--- src/rtl/route_update_sorter_if.sv ---
// route_update_sorter_if: valid/ready bundle around the route update sorter
// Input side : in_valid, in_ready, in_data (P lanes of W bits), in_upd (per-lane candidate flag)
// Output side: out_valid, out_ready, out_data (sorted lanes), out_upd (surviving flags), out_count
// master is the surrounding datapath, slave is the sorter.
interface route_update_sorter_if #(
    parameter int P  = 4,
    parameter int WD = 7,
    parameter int WE = 4,
    parameter int WI = 5
);
    localparam int W  = WE + 2*WI + WD;
    localparam int CW = $clog2(P) + 1;
    logic            in_valid;
    logic            in_ready;
    logic [P*W-1:0]  in_data;
    logic [P-1:0]    in_upd;
    logic            out_valid;
    logic            out_ready;
    logic [P*W-1:0]  out_data;
    logic [P-1:0]    out_upd;
    logic [CW-1:0]   out_count;
    modport master (
        output in_valid, in_data, in_upd, out_ready,
        input  in_ready, out_valid, out_data, out_upd, out_count
    );
    modport slave (
        input  in_valid, in_data, in_upd, out_ready,
        output in_ready, out_valid, out_data, out_upd, out_count
    );
endinterface

--- src/rtl/route_update_sorter.sv ---
// route_update_sorter: pipelined Batcher sort of P relaxation words by (dest j, cost), keeping the cheapest per dest
// clk    : rising-edge clock
// rst    : synchronous active-high reset, clears all valid bits and the output registers
// bus_io : slave side of route_update_sorter_if (in_* accepted when in_valid & in_ready, out_* held until out_ready)
module route_update_sorter #(
    parameter int P  = 4,
    parameter int WD = 7,
    parameter int WE = 4,
    parameter int WI = 5
) (
    input logic clk,
    input logic rst,
    route_update_sorter_if.slave bus_io
);
    localparam int W  = WE + 2*WI + WD;
    localparam int WM = (WE > WD ? WE : WD) + 1;
    localparam int LG = $clog2(P);
    localparam int S  = LG*(LG+1)/2;
    localparam int KW = 1 + WI + WM + LG;
    localparam int EW = KW + W;
    localparam int CW = LG + 1;

    logic                        en;
    logic [P-1:0][EW-1:0]        in_e;
    logic [S-1:0][P-1:0][EW-1:0] st_q, st_d;
    logic [S:0][P-1:0][EW-1:0]   stg;
    logic [S-1:0]                v_q;
    logic                        out_valid_q;
    logic [P*W-1:0]              out_data_q, out_data_d;
    logic [P-1:0]                out_upd_q, out_upd_d;
    logic [CW-1:0]               out_count_q, out_count_d;

    assign en              = ~out_valid_q | bus_io.out_ready;
    assign bus_io.in_ready = en;

    // Each lane element is {key, word}; key = {~upd, j, cost, lane} so every key is unique
    // and invalid lanes sort above all valid ones.
    for (genvar l = 0; l < P; l++) begin : g_key
        logic [W-1:0] w;
        assign w       = bus_io.in_data[l*W +: W];
        assign in_e[l] = {~bus_io.in_upd[l], w[WD+WI-1:WD], WM'(w[W-1 -: WE]) + WM'(w[WD-1:0]), LG'(l), w};
    end

    // stg[s] feeds comparator stage s; stg[S] is the fully sorted vector.
    assign stg = {st_q, in_e};

    // Batcher odd-even merge sort: one (p,k) pass per registered stage. Comparators inside
    // a pass touch disjoint lanes, so swapping in place is order-independent.
    always_comb begin
        int s;
        logic [P-1:0][EW-1:0] t;
        logic [EW-1:0] x;
        st_d = '0;
        t    = '0;
        x    = '0;
        s    = 0;
        for (int p = 1; p < P; p = p * 2) begin
            for (int k = p; k >= 1; k = k / 2) begin
                t = stg[s];
                for (int j = k % p; j + k < P; j = j + 2 * k) begin
                    for (int i = 0; i < k; i++) begin
                        if (i + j + k < P && (i + j) / (2 * p) == (i + j + k) / (2 * p) &&
                            t[i+j+k][EW-1 -: KW] < t[i+j][EW-1 -: KW]) begin
                            x        = t[i+j];
                            t[i+j]   = t[i+j+k];
                            t[i+j+k] = x;
                        end
                    end
                end
                st_d[s] = t;
                s++;
            end
        end
    end

    // Dedup: a lane loses its flag when the lane just below it is a live update for the same j;
    // that lower lane is the cheaper one because cost follows j in the key.
    always_comb begin
        out_data_d   = '0;
        out_upd_d    = '0;
        out_upd_d[0] = ~stg[S][0][EW-1];
        for (int l = 0; l < P; l++) out_data_d[l*W +: W] = stg[S][l][W-1:0];
        for (int l = 1; l < P; l++) begin
            out_upd_d[l] = ~stg[S][l][EW-1] &
                           ~(~stg[S][l-1][EW-1] & (stg[S][l][WD+WI-1:WD] == stg[S][l-1][WD+WI-1:WD]));
        end
        out_count_d = CW'($countones(out_upd_d));
    end

    always_ff @(posedge clk) begin
        if (rst) begin
            v_q         <= '0;
            st_q        <= '0;
            out_valid_q <= 1'b0;
            out_data_q  <= '0;
            out_upd_q   <= '0;
            out_count_q <= '0;
        end else if (en) begin
            v_q         <= S'({v_q, bus_io.in_valid});
            st_q        <= st_d;
            out_valid_q <= v_q[S-1];
            out_data_q  <= out_data_d;
            out_upd_q   <= out_upd_d;
            out_count_q <= out_count_d;
        end
    end

    assign bus_io.out_valid = out_valid_q;
    assign bus_io.out_data  = out_data_q;
    assign bus_io.out_upd   = out_upd_q;
    assign bus_io.out_count = out_count_q;
endmodule

--- src/flat_wrapper.sv ---
// flat-port wrapper written by rule: the top's interface ports become plain ports
module route_update_sorter_flat 
#(
    parameter int P  = 4,
    parameter int WD = 7,
    parameter int WE = 4,
    parameter int WI = 5
)
  (clk, rst, bus_io_in_valid, bus_io_in_data, bus_io_in_upd, bus_io_out_ready, bus_io_in_ready, bus_io_out_valid, bus_io_out_data, bus_io_out_upd, bus_io_out_count);
  route_update_sorter_if #(.P(P), .WD(WD), .WE(WE), .WI(WI)) bus_io_i ();
  input logic clk;
  input logic rst;
  input wire logic [$bits(bus_io_i.in_valid)-1:0] bus_io_in_valid;
  input wire logic [$bits(bus_io_i.in_data)-1:0] bus_io_in_data;
  input wire logic [$bits(bus_io_i.in_upd)-1:0] bus_io_in_upd;
  input wire logic [$bits(bus_io_i.out_ready)-1:0] bus_io_out_ready;
  output wire logic [$bits(bus_io_i.in_ready)-1:0] bus_io_in_ready;
  output wire logic [$bits(bus_io_i.out_valid)-1:0] bus_io_out_valid;
  output wire logic [$bits(bus_io_i.out_data)-1:0] bus_io_out_data;
  output wire logic [$bits(bus_io_i.out_upd)-1:0] bus_io_out_upd;
  output wire logic [$bits(bus_io_i.out_count)-1:0] bus_io_out_count;
  assign bus_io_i.in_valid = bus_io_in_valid;
  assign bus_io_i.in_data = bus_io_in_data;
  assign bus_io_i.in_upd = bus_io_in_upd;
  assign bus_io_i.out_ready = bus_io_out_ready;
  assign bus_io_in_ready = bus_io_i.in_ready;
  assign bus_io_out_valid = bus_io_i.out_valid;
  assign bus_io_out_data = bus_io_i.out_data;
  assign bus_io_out_upd = bus_io_i.out_upd;
  assign bus_io_out_count = bus_io_i.out_count;
  route_update_sorter #(.P(P), .WD(WD), .WE(WE), .WI(WI)) u_core (.clk(clk), .rst(rst), .bus_io(bus_io_i));
endmodule
--- config.mk ---
export PLATFORM = sky130hd
export DESIGN_NAME = route_update_sorter_flat
export DESIGN_NICKNAME = d
export VERILOG_FILES = /design/src/rtl/route_update_sorter_if.sv /design/src/rtl/route_update_sorter.sv /design/src/flat_wrapper.sv
export SDC_FILE = /design/constraint.sdc
export NUM_CORES = 1
export LEC_CHECK = 0
export CORE_MARGIN = 2
export CORE_UTILIZATION = 30
export DETAILED_ROUTE_END_ITERATION = 16
export PLACE_DENSITY = 0.48
export SYNTH_ARGS = -nofsm -noshare
export SYNTH_HDL_FRONTEND = slang
export SYNTH_SLANG_ARGS = --single-unit
--- constraint.sdc ---
create_clock -name clk -period 3.3 [get_ports clk]
set_input_delay 0.495 -clock clk [delete_from_list [all_inputs] [get_ports clk]]
set_output_delay 0.495 -clock clk [all_outputs]
set_load 0.05 [all_outputs]
==> impl_metrics.tcl, run 1 <==
set metrics [dict create \
    hp-class "in -> reg" \
    initial_core_util_pct 30.2 \
    yosys.area.top_type "dfxtp_1" \
    power_frac_comb_pct 29.8 \
    cp_data_arrival_time_ns 3.69 \
    vias 18700 \
    fmax_mhz 311 \
    wirelength_mm 72.2 \
    numCtsBuffers 48 \
    die_h_um 258 \
    ys_seq_area_share_pct 42.9 \
    grt_pass1_vias 17500 \
    ys_ff_latch 416 \
    synth_ff_type "dfxtp_1" \
    cp-start-kind "input port" \
    wire_per_inst_um 20.4 \
    drt-vias-per-instance 5.28 \
    cts-htree-levels 2 \
    r2r_setup_slack_ns 0.31 \
    io_buffers 184 \
    peakVddDrop_v 0.000445 \
    dieWidth_um 258 \
    first_pass_iters 5 \
    nNetsFinal 2828 \
    critical_path.endpoint_type "flop" \
    postRouteAntennaNets 0 \
    synth.distinct_cells 49 \
    rr_startpoint "u_core.st_q[73]$_SDFFE_PP0P_" \
    fin_area_mm2 0.0254 \
    core_mm2 0.0642 \
    ys_async_sr_fraction_pct 0 \
    numClockSinks 416 \
    syn2layout_area_growth_pct 30.8 \
    switching_share_pct 35.6 \
    clk_latency_ns 0.61 \
    fin_crit_ns 3.22 \
    p_per_area_mw_per_mm2 715 \
    hold_depth 2 \
    clockBufferDepth 3 \
    yosys.area.top_type_share_pct 42.9 \
    grt_usage_pct 20.8 \
    worstHoldEndpoint "u_core.bus_io.out_valid$_SDFFE_PP0P_" \
    slew_violations 0 \
    antenna_found_initial 2 \
    holdCritStartpoint "rst" \
    synth_edf_count 0 \
    hold_viol 0 \
    grt_pass1_wl_mm 107 \
    r2r-end "u_core.st_q[208]$_SDFFE_PP0P_" \
    finish.utilization_pct 39.5 \
    slew_headroom_pct 27.6 \
    clkTransAtPathRegs_ns 0.06 \
    fin_crit_sh_pct 97.5 \
    hold_ws_ns 0.336 \
    p_sw_uw 6460 \
    core.rowCount 93 \
    syn_area_mm2 0.0194 \
    avgSynthCellArea_um2 7.89 \
    synthesis.instances 2459 \
    p_leak_uw 0.0100 \
    antenna_cells 0 \
    first_iter_violations 1415 \
    r2r_cells 9 \
    cts_tree "built" \
    cp.required_ns 3.78 \
    dieArea_mm2 0.0667 \
    place.gp.congestion 0.861 \
    setup_viol 0 \
    cts.root.buffer_cell "clkbuf_16" \
    remaining_drc_errors 0 \
    dpl.hpwl_mm 50.9 \
    ys_warn_count 0 \
    finClkSkew_ns 0.0302 \
    drive_gt1_share_pct 13.2 \
    fillers 6623 \
    ys_top_cells_by_area "dfxtp_1 (43%), nor2_1 (8.7%), a2111oi_0 (7.0%), nand2_1 (7.0%), a21oi_1 (5.9%)" \
    cap_violations 0 \
    internal-power_uw 11700 \
    placed_area_mm2 0.0228 \
    worstMarginPinSlew_ns 1.09 \
    grt_start_max_net_pins 202 \
    path_max_fanout 8 \
    status "complete, no violations" \
    synthesis.nets 2644 \
    grt_overflow 0 \
    io_pins 185 \
    seq_power_share_pct 38.6 \
    postCtsHoldBufs 0 \
    criticalPathCategory "in -> reg" \
    p_clk_share_pct 31.6 \
]
==> how the worst max path moves through the flow <==
stage	start	endpoint	slack, ns
after global placement	bus_io_in_data[42]	u_core.st_q[110]$_SDFFE_PP0P_	-0.82
after floorplan	bus_io_in_data[42]	u_core.st_q[80]$_SDFFE_PP0P_	-0.03
final	bus_io_in_data[41]	u_core.st_q[72]$_SDFFE_PP0P_	0.08
after detailed placement	bus_io_in_data[42]	u_core.st_q[87]$_SDFFE_PP0P_	-0.98
after global routing	bus_io_in_data[66]	u_core.st_q[93]$_SDFFE_PP0P_	-0.08
after CTS	bus_io_in_data[0]	u_core.st_q[35]$_SDFFE_PP0P_	0.01
==> sequential cells by signal, indices dropped and copies added (netlist names) <==
name,count
u_core.bus_io.out_count,3
u_core.st_d,44
u_core.v_q,3
u_core.st_q,213
u_core.bus_io.out_upd,4
u_core.out_data_d,64
u_core.bus_io.out_data,84
u_core.bus_io.out_valid,1
==> cell type report <==
cell class              count  area, µm²  area share (%)
clock buffers              68       1440            5.67
clock inverters            22        272            1.07
inverters                  66        255            1.01
multi-input cells        1761      10500            41.4
flip-flops and latches    416       8330            32.8
well taps                 855       1070            4.22
repair buffers            350       3520            13.9
==> critical path, stage by stage <==
cell and delay [ns]:
clkdlybuf4s50_1 0.50, ha_1 0.44, o21ai_0 0.15, nor2_2 0.18
o21ai_2 0.10, xnor2_2 0.17, ha_1 0.32, o21a_1 0.11
a21oi_1 0.14, o21a_2 0.21, o21a_4 0.31, clkbuf_16 0.21
a21oi_1 0.07, a221oi_1 0.28
==> layout by cell type (no fill, tap or decap), types with 13 or more instances in the layout <==
cell type and count:
a2111oi_0 119, a2111oi_1 31, nand3_1 14, xor2_1 21
buf_12 19, ha_1 79, clkbuf_16 54, a211oi_1 35
a2111oi_2 38, clkdlybuf4s50_1 165, clkbuf_8 14, buf_4 135
nor2_1 442, clkinv_2 13, nor4_1 15, a21oi_1 222
nand2_1 360, nor3_1 202, a221oi_1 14, inv_1 65
o21ai_0 13, dfxtp_1 416
==> cells by family after synthesis <==
| group | share of synthesized area, % |
|---|---|
| muxes | 0.155 |
| DFF | 42.9 |
| and+or+nand+nor | 23.2 |
| buffers and inverters | 5.70 |
| adders and majority gates | 6.19 |
| AOI/OAI and AO/OA | 20.4 |
| xor gates and xnor gates | 1.40 |
==> cell usage after synthesis (16+ instances only) <==
| cell | count |
|---|---|
| ha_1 | 88 |
| buf_1 | 17 |
| clkbuf_1 | 174 |
| a2111oi_0 | 155 |
| a221oi_1 | 18 |
| nor3_1 | 202 |
| a211oi_1 | 48 |
| xor2_1 | 21 |
| a2111oi_1 | 20 |
| nor2_1 | 449 |
| o21ai_0 | 20 |
| a21oi_1 | 227 |
| a2111oi_2 | 16 |
| dfxtp_1 | 416 |
| nand2_1 | 361 |
| buf_2 | 20 |
| inv_1 | 66 |
| nor4_1 | 16 |
==> repair_timing <==
item                                    in CTS  in global routing
pin swaps                                   15                 33
resized for setup                           40                109
cloned                                       3                  6
setup buffers                                6                  7
hold endpoints to repair                     0                  0
endpoints found under the setup margin     108                118
==> metrics by stage <==
stage | total power, µW | setup TNS, ns | instances | setup slack, ns
final | 18100 | 0 | 3538 | 0.0841
after global routing | 19100 | -0.114 | 3538 | -0.0770
after CTS | 18100 | 0 | 3526 | 0.0117
after detailed placement | 12200 | -90.89 | 3427 | -0.984
after global placement | 12100 | -84.42 | 3427 | -0.819
after floorplan | 10100 | -0.878 | 2459 | -0.0340
==> layer usage <==
layer  vias to the layer above  global-route usage, %  share of wire [%]
met2                       465                   33.2                 45
met4                         2                   6.47                2.8
met3                        84                   3.04                5.1
met1                      9067                   29.1                 47
li1                       9072                      -                  -
met5                         -                      0              0.018
==> power groups by stage <==
stage	registers [µW]	clock network, µW	logic, µW
3_3_place_gp	7110	0	5040
3_5_place_dp	7100	0	5120
6_report	7000	5730	5400
5_1_grt	7090	6060	5950
2_1_floorplan	7230	0	2850
4_1_cts	7000	5850	5250
(Power assumes the default switching activity.)
==> inputs of run 2 (changes only) <==
- CAP_MARGIN: default -> 20
==> results of run 2 <==
Final layout, timing and power as in run 1 (identical DEF).
